==> src/rtl/mips_muldiv_unit.sv <==
// mips_muldiv_unit
//   HI/LO multiply/divide unit fed by the register-file read operands.
//   Executes MULT/MULTU in one extra cycle and DIV/DIVU with a 32-step
//   restoring divider followed by a sign-fix cycle. MTHI/MTLO write
//   HI/LO directly while idle.
//
// Ports
//   clk        rising-edge clock
//   reset      asynchronous active-low reset
//   start      request, sampled only while busy=0
//   op[2:0]    0=MULT 1=MULTU 2=DIV 3=DIVU 4=MTHI 5=MTLO (6,7 ignored)
//   operand_a  rs data (multiplicand / dividend / MTHI-MTLO source)
//   operand_b  rt data (multiplier / divisor)
//   busy       operation in flight; start ignored
//   done       one-cycle pulse after HI/LO written by a mul/div
//   hi, lo     HI and LO registers
//
// state   | meaning
// IDLE    | accepting start; MTHI/MTLO execute here
// MUL     | product written to {hi,lo} on the next edge
// DIV     | one restoring step per edge, 32 steps
// DIV_FIX | apply signs / divide-by-zero result, write hi/lo
module mips_muldiv_unit (
  input  logic        clk,
  input  logic        reset,
  input  logic        start,
  input  logic [2:0]  op,
  input  logic [31:0] operand_a,
  input  logic [31:0] operand_b,
  output logic        busy,
  output logic        done,
  output logic [31:0] hi,
  output logic [31:0] lo
);

  typedef enum logic [1:0] {IDLE, MUL, DIV, DIV_FIX} state_t;

  state_t      state_q, state_d;
  logic        busy_q, busy_d;
  logic        done_q, done_d;
  logic [31:0] hi_q, hi_d, lo_q, lo_d;
  // a_q holds the multiplicand or the original dividend; b_q holds the
  // multiplier or the (absolute) divisor.
  logic [31:0] a_q, a_d, b_q, b_d;
  logic [31:0] quot_q, quot_d, rem_q, rem_d;
  logic [5:0]  cnt_q, cnt_d;
  logic        mul_signed_q, mul_signed_d;
  logic        qsign_q, qsign_d, rsign_q, rsign_d;
  logic        dz_q, dz_d;

  logic        signed_op;
  logic [31:0] abs_a, abs_b;
  logic [63:0] ext_a, ext_b, prod;
  logic [32:0] rem_shift;

  always_comb begin
    state_d      = state_q;
    done_d       = 1'b0;
    hi_d         = hi_q;
    lo_d         = lo_q;
    a_d          = a_q;
    b_d          = b_q;
    quot_d       = quot_q;
    rem_d        = rem_q;
    cnt_d        = cnt_q;
    mul_signed_d = mul_signed_q;
    qsign_d      = qsign_q;
    rsign_d      = rsign_q;
    dz_d         = dz_q;

    // Even opcodes of each pair are the signed variants.
    signed_op = ~op[0];
    abs_a     = (signed_op && operand_a[31]) ? -operand_a : operand_a;
    abs_b     = (signed_op && operand_b[31]) ? -operand_b : operand_b;

    // Low 64 bits of a 64x64 product of the extended operands give the
    // correct signed or unsigned 32x32 result.
    ext_a     = mul_signed_q ? {{32{a_q[31]}}, a_q} : {32'b0, a_q};
    ext_b     = mul_signed_q ? {{32{b_q[31]}}, b_q} : {32'b0, b_q};
    prod      = ext_a * ext_b;

    rem_shift = {rem_q, quot_q[31]};

    unique case (state_q)
      IDLE: begin
        if (start) begin
          unique case (op)
            3'd4: hi_d = operand_a;
            3'd5: lo_d = operand_a;
            3'd0, 3'd1: begin
              a_d          = operand_a;
              b_d          = operand_b;
              mul_signed_d = signed_op;
              state_d      = MUL;
            end
            3'd2, 3'd3: begin
              a_d     = operand_a;
              b_d     = abs_b;
              quot_d  = abs_a;
              rem_d   = 32'd0;
              cnt_d   = 6'd32;
              qsign_d = signed_op & (operand_a[31] ^ operand_b[31]);
              rsign_d = signed_op & operand_a[31];
              dz_d    = (operand_b == 32'd0);
              state_d = DIV;
            end
            default: ;
          endcase
        end
      end
      MUL: begin
        {hi_d, lo_d} = prod;
        done_d       = 1'b1;
        state_d      = IDLE;
      end
      DIV: begin
        if (rem_shift >= {1'b0, b_q}) begin
          rem_d  = 32'(rem_shift - {1'b0, b_q});
          quot_d = {quot_q[30:0], 1'b1};
        end else begin
          rem_d  = rem_shift[31:0];
          quot_d = {quot_q[30:0], 1'b0};
        end
        cnt_d = cnt_q - 6'd1;
        if (cnt_q == 6'd1) state_d = DIV_FIX;
      end
      DIV_FIX: begin
        if (dz_q) begin
          lo_d = 32'hFFFF_FFFF;
          hi_d = a_q;
        end else begin
          lo_d = qsign_q ? -quot_q : quot_q;
          hi_d = rsign_q ? -rem_q : rem_q;
        end
        done_d  = 1'b1;
        state_d = IDLE;
      end
      default: state_d = IDLE;
    endcase

    busy_d = (state_d != IDLE);
  end

  always_ff @(posedge clk or negedge reset) begin
    if (!reset) begin
      state_q      <= IDLE;
      busy_q       <= 1'b0;
      done_q       <= 1'b0;
      hi_q         <= 32'd0;
      lo_q         <= 32'd0;
      a_q          <= 32'd0;
      b_q          <= 32'd0;
      quot_q       <= 32'd0;
      rem_q        <= 32'd0;
      cnt_q        <= 6'd0;
      mul_signed_q <= 1'b0;
      qsign_q      <= 1'b0;
      rsign_q      <= 1'b0;
      dz_q         <= 1'b0;
    end else begin
      state_q      <= state_d;
      busy_q       <= busy_d;
      done_q       <= done_d;
      hi_q         <= hi_d;
      lo_q         <= lo_d;
      a_q          <= a_d;
      b_q          <= b_d;
      quot_q       <= quot_d;
      rem_q        <= rem_d;
      cnt_q        <= cnt_d;
      mul_signed_q <= mul_signed_d;
      qsign_q      <= qsign_d;
      rsign_q      <= rsign_d;
      dz_q         <= dz_d;
    end
  end

  assign busy = busy_q;
  assign done = done_q;
  assign hi   = hi_q;
  assign lo   = lo_q;

endmodule
==> config.mk <==
export PLATFORM = sky130hd
export DESIGN_NAME = mips_muldiv_unit
export DESIGN_NICKNAME = d
export VERILOG_FILES = /design/src/rtl/mips_muldiv_unit.sv
export SDC_FILE = /design/constraint.sdc
export NUM_CORES = 2
export LEC_CHECK = 0
export BUFFER_PORTS_ARGS = -buffer_cell sky130_fd_sc_hd__buf_4
export CORE_AREA = 2 2 480 434
export DETAILED_ROUTE_END_ITERATION = 7
export DIE_AREA = 0 0 482 436
export GPL_ROUTABILITY_DRIVEN = 1
export PLACE_DENSITY = 0.5
export REMOVE_ABC_BUFFERS = 1
export SYNTH_ARGS = -nofsm -noshare
export SYNTH_HDL_FRONTEND = slang
export SYNTH_SLANG_ARGS = --single-unit
==> constraint.sdc <==
create_clock -name clk -period 23.4 [get_ports clk]
set_input_delay 2.34 -clock clk [delete_from_list [all_inputs] [get_ports clk]]
set_output_delay 2.34 -clock clk [all_outputs]
set_load 0.01 [all_outputs]
# Word-level counts from Yosys, hierarchy flattened
# Index checks and enable logic that the tools add are counted.
[classes] add_sub_neg=6 mul=1 order_cmp=1 eq_ne=13 n_mux=31 bitwise=4 n_reduce_logical=20
[op_table] cell="2-to-1 mux 32 bit" count=15
[op_table] cell="case mux 32 bit (2 select lines)" count=3
[op_table] cell="case mux 32 bit (3 select lines)" count=2
[op_table] cell="2-to-1 mux 64 bit" count=2
[op_table] cell="negation 32 bit" count=4
[op_table] cell="multiplier 64 x 64 -> 64 bit" count=1
[op_table] cell="greater-or-equal comparator 33 x 32 -> 1 bit" count=1
[op_table] cell="logical NOT 32 bit" count=1
[op_table] cell="subtractor 32 bit" count=1
[op_table] cell="AND reduction 3 bit" count=7
[op_table] cell="2-to-1 mux 6 bit" count=2
[op_table] cell="case mux 6 bit (2 select lines)" count=1
[op_table] cell="equality test 3 x 2 -> 1 bit (second input constant)" count=2
[op_table] cell="equality test 3 bit (second input constant)" count=2
[op_table] cell="equality test 6 x 1 -> 1 bit (second input constant)" count=1
[op_table] cell="inequality test 2 x 1 -> 1 bit (second input constant)" count=3
[op_table] cell="case mux 2 bit (3 select lines)" count=1
[op_table] cell="nonzero test 2 bit" count=3
[op_table] cell="OR reduction 2 bit" count=3
[op_table] cell="subtractor 6 x 1 -> 6 bit (second input constant)" count=1
[op_table] cell="equality test 2 bit (second input constant)" count=2
[op_table] cell="2-to-1 mux 2 bit" count=2
[op_table] cell="case mux 2 bit (2 select lines)" count=1
[op_table] cell="OR reduction 4 bit" count=1
[op_table] cell="11 further kinds" count=14
[word_totals] regBits=206 word_cells=90

# Logic depth before layout (Yosys ltp)
[logic_depth] depth_word=6 mapped_depth=36 depth_no_buf=33

# Worst setup path before layout
# OpenSTA, ideal clock, no wires.
[synth_timing] kind="register to register" startpoint="register a_q[31]" endpoint="register hi_q[30] (netlist: hi[30])" arrival_ps=8961 t_required_ps=23264 path_slack_ps=14303 stages_incl_launch_ff=35 synth_period_minus_slack_ps=9097 path_cell_list="dfrtp_1 > and2_1 > clkbuf_1 > clkbuf_1 > nand2_1 > inv_1 > fa_1 > inv_1 > fa_1 > inv_1 > fa_1 > inv_1 > fa_1 > inv_1 > fa_1 > fa_1 > fa_1 > fa_1 > fa_1 > inv_1 > fa_1 > inv_1 > ha_1 > clkbuf_1 > nand2_1 > o21ai_0 > a211oi_1 > o2111ai_1 > o211ai_1 > o21ai_0 > a311o_1 > a21oi_1 > xnor2_1 > o211ai_1 > o21ai_0"
[synth_between] elab_chain_cells=3
[synth_rtl] item="start, declared" line="44" source="logic [31:0] a_q, a_d, b_q, b_d;"
[synth_rtl] item="start signal, assigned" line="151" source="a_q <= 32'd0;"
[synth_rtl] item="start signal, assigned" line="166" source="a_q <= a_d;"
[synth_rtl] item="2-to-1 mux 64 bit" line="78" source="ext_a = mul_signed_q ? {{32{a_q[31]}}, a_q} : {32'b0, a_q};"
[synth_rtl] item="multiplier 64 x 64 -> 64 bit" line="80" source="prod = ext_a * ext_b;"
[synth_rtl] item="case mux 32 bit (3 select lines)" line="84" source="unique case (state_q)"
[synth_rtl] item="end signal, assigned" line="164" source="hi_q <= hi_d;"
[synth_rtl] item="end, declared" line="41" source="logic [31:0] hi_q, hi_d, lo_q, lo_d;"
# Every way passes these cells.
# A chain may end at the register's enable or synchronous reset.

# Worst setup path in the final report
[layout_timing] startpoint="register mul_signed_q" endpoint="register hi_q[15] (netlist: hi[15])"
[layout_between] elab_chain_cells=3
[layout_rtl] item="start, declared" line="47" source="logic mul_signed_q, mul_signed_d;"
[layout_rtl] item="start signal, assigned" line="171" source="mul_signed_q <= mul_signed_d;"
[layout_rtl] item="2-to-1 mux 64 bit, on equally long branches" line="78, 79"
[layout_rtl] item="multiplier 64 x 64 -> 64 bit *" line="80"
[layout_rtl] item="case mux 32 bit (3 select lines) *" line="84"
# Mark *: on every way between the ends. The rest lies on a longest branch, timed or not.

==> out/summary.txt <==
crit path kind: reg -> reg
Nets: 8470
vias in the first global route: 49900
Worst-path clk slew: 60 ps
CP Max Fanout: 24
RSZ-0062 raised after global routing: false
IO Port Bufs: 135
commonest non-fill, non-tap cell in the layout: inv_1
initial DRC count: 4178
worst hold path type: reg -> reg
total global-route track usage: 21.6%
Max clock buf depth: 3
Setup-failing EPs final: 0
initial antenna violation count: 25
Yosys cell types: 77
Final Skew: 19.7 ps
setup_tns: 0 ps
first-pass detailed-route iteration total: 6
CP Launch Type: flip-flop
sequential area share after synthesis: 8.42%
ANT nets after route: 0
Initial Utilization: 29.8%
crit end category: flip-flop
required time of the critical path: 23870 ps
Die Wd: 482 um
detail-routed via count per cell: 4.93
hold path startpoint: b_q[12]$_DFFE_PN0P_
CTS tree: built
synthesized area: 61200 um^2
Ports: 136
Post-synth EDFFs: 0
largest net degree at the start of global routing: 98
Max Slew Vio Count: 0
worst-margin pin slew: 1200 ps
post_cts resized: 0
number of cells on the worst reg-to-reg path: 28
slew margin rel.: 19.7%
vias: 46200
most frequent cells in the layout: 1583 x inv_1, 1420 x fa_1, 818 x nand2_1
WP data arrival: 11330 ps
Mapped Cells: 6741
CP dominant cell by count: fa_1
die height: 436 um
CP max-delay cell: and2_1
final WL: 225000 um
mean routed wirelength per cell: 24.0 um
die area: 210000 um^2
drt drc: 0
predominant post-synthesis flop cell: dfrtp_1
#FFs+latches synth: 206
GPL Wtd Cong: 0.941
CTS sink cnt: 206
worst reg2reg startpoint: mul_signed_q$_DFFE_PN0P_
period utilization: 46.4%
Worst Setup SP: mul_signed_q$_DFFE_PN0P_
FP Rows: 158
Overflow after GRT: 0
r2r setup slk: 12540 ps
htree depth: 1
first-pass GRT wire length: 337000 um
async set-or-reset flop fraction in the synthesized netlist: 100%
post-CTS setup buffer count: 0
maxcap violations: 0
Largest stage delay, worst path: 950 ps
Syn Area/Cell: 9.08 um^2
Critical path destination: hi[15]$_DFFE_PN0P_
fraction of layout cells with a size suffix above 1: 4.82%
Max Clk Rate: 92.1 MHz
final hold vios: 0
clock latency on the worst-skew pair: 630 ps
Core ar.: 205000 um^2
area growth from synthesis to layout: 7.75%
outcome: complete, no violations
fin crit period: 10860 ps
synth warn: 0
CTS Hold Bufs: 0
DP HPWL: 180000 um
endpoint of the worst-slack reg-to-reg timing path: hi[15]$_DFFE_PN0P_
CTS Root Cell: clkbuf_16
CTS Buf Count: 29
critical path, delay by kind of cell (launching register included):
kind            cells  cell delay (ps)
compound gates      6             2260
flops               1              320
xor+xnor            1              180
buf+inv             6              720
simple gates        4             1500
fa+ha+maj          11             5700
cell usage after synthesis (14+ instances only):
cell,number,share of area [%]
inv_1,1583,9.7
fa_1,1420,46
nand2_1,820,5.0
and2_1,577,5.9
clkbuf_1,352,2.2
ha_1,346,7.1
o21ai_0,232,1.9
dfrtp_1,206,8.4
xnor2_1,180,2.6
nor2_1,176,1.1
a21oi_1,163,1.3
xor2_1,89,1.3
a21o_1,55,0.67
a31oi_1,46,0.47
and3_1,31,0.32
nor3_1,30,0.25
mux2i_1,26,0.43
o31ai_1,26,0.32
o22ai_1,21,0.21
nand3_1,20,0.16
nand4_1,20,0.20
nand2b_1,19,0.19
o41ai_1,19,0.27
a22oi_1,18,0.22
or4_1,17,0.21
o211ai_1,16,0.20
or3_1,16,0.16
o21a_1,14,0.17
cell families after synthesis:
logic type | count (synthesis) | share of synthesized area, %
adders and majority gates | 1768 | 53.6
xor gates and xnor gates | 269 | 3.85
DFF | 206 | 8.42
buffers and inverters | 1953 | 12.0
and+or+nand+nor | 1785 | 14.2
muxes | 26 | 0.425
AOI/OAI and AO/OA | 734 | 7.55
cell type report:
class                           count  area (um^2)
Clock inverter                     15          155
Multi-Input combinational cell   4582        48700
Clock buffer                       38          779
Fill cell                       21500       139000
Sequential cell                   206         5170
Antenna cell                        4         10.0
Tap cell                         2720         3400
Timing Repair Buffer              230         1730
Inverter                         1585         5950
layer usage:
layer | vias up | routed length, um | global-route usage [%]
met5 | - | 26 | 0
met4 | 4 | 7910 | 6.42
met3 | 275 | 15800 | 2.94
met2 | 1808 | 102000 | 34.2
met1 | 24300 | 99400 | 30.6
li1 | 19900 | - | -
worst min-delay path by stage:
stage	cells after the start	slack (ps)	endpoint
after floorplan	1	490	cnt_q[0]$_DFFE_PN0P_
after global placement	2	460	b_q[7]$_DFFE_PN0P_
after detailed placement	2	470	b_q[12]$_DFFE_PN0P_
after CTS	2	480	b_q[12]$_DFFE_PN0P_
after global routing	2	510	b_q[12]$_DFFE_PN0P_
final	2	480	b_q[12]$_DFFE_PN0P_
registers in the layout (all words and copies together) (netlist names), 2 cells and up:
register	cells
quot_q	32
hi	32
a_q	32
cnt_q	6
lo	32
rem_q	32
state_q	2
b_q	32
metrics by stage:
step / setup WS [ps] / hold WS (ps) / cell area [um^2] / utilization [%] / cells
2_1_floorplan: 13850 / 487 / 59800 / - / 6373
3_3_place_gp: 12710 / 465 / 65000 / 31.7 / 9323
3_5_place_dp: 12640 / 472 / 65000 / 31.7 / 9323
4_1_cts: 12610 / 484 / 65900 / 32.1 / 9376
5_1_grt: 11890 / 505 / 65900 / 32.1 / 9376
6_report: 12540 / 479 / 65900 / 32.1 / 9380
Power is left out: the tool's default activity adds up to more than one toggle a clock period on the data nets, which glitch-free logic cannot reach.
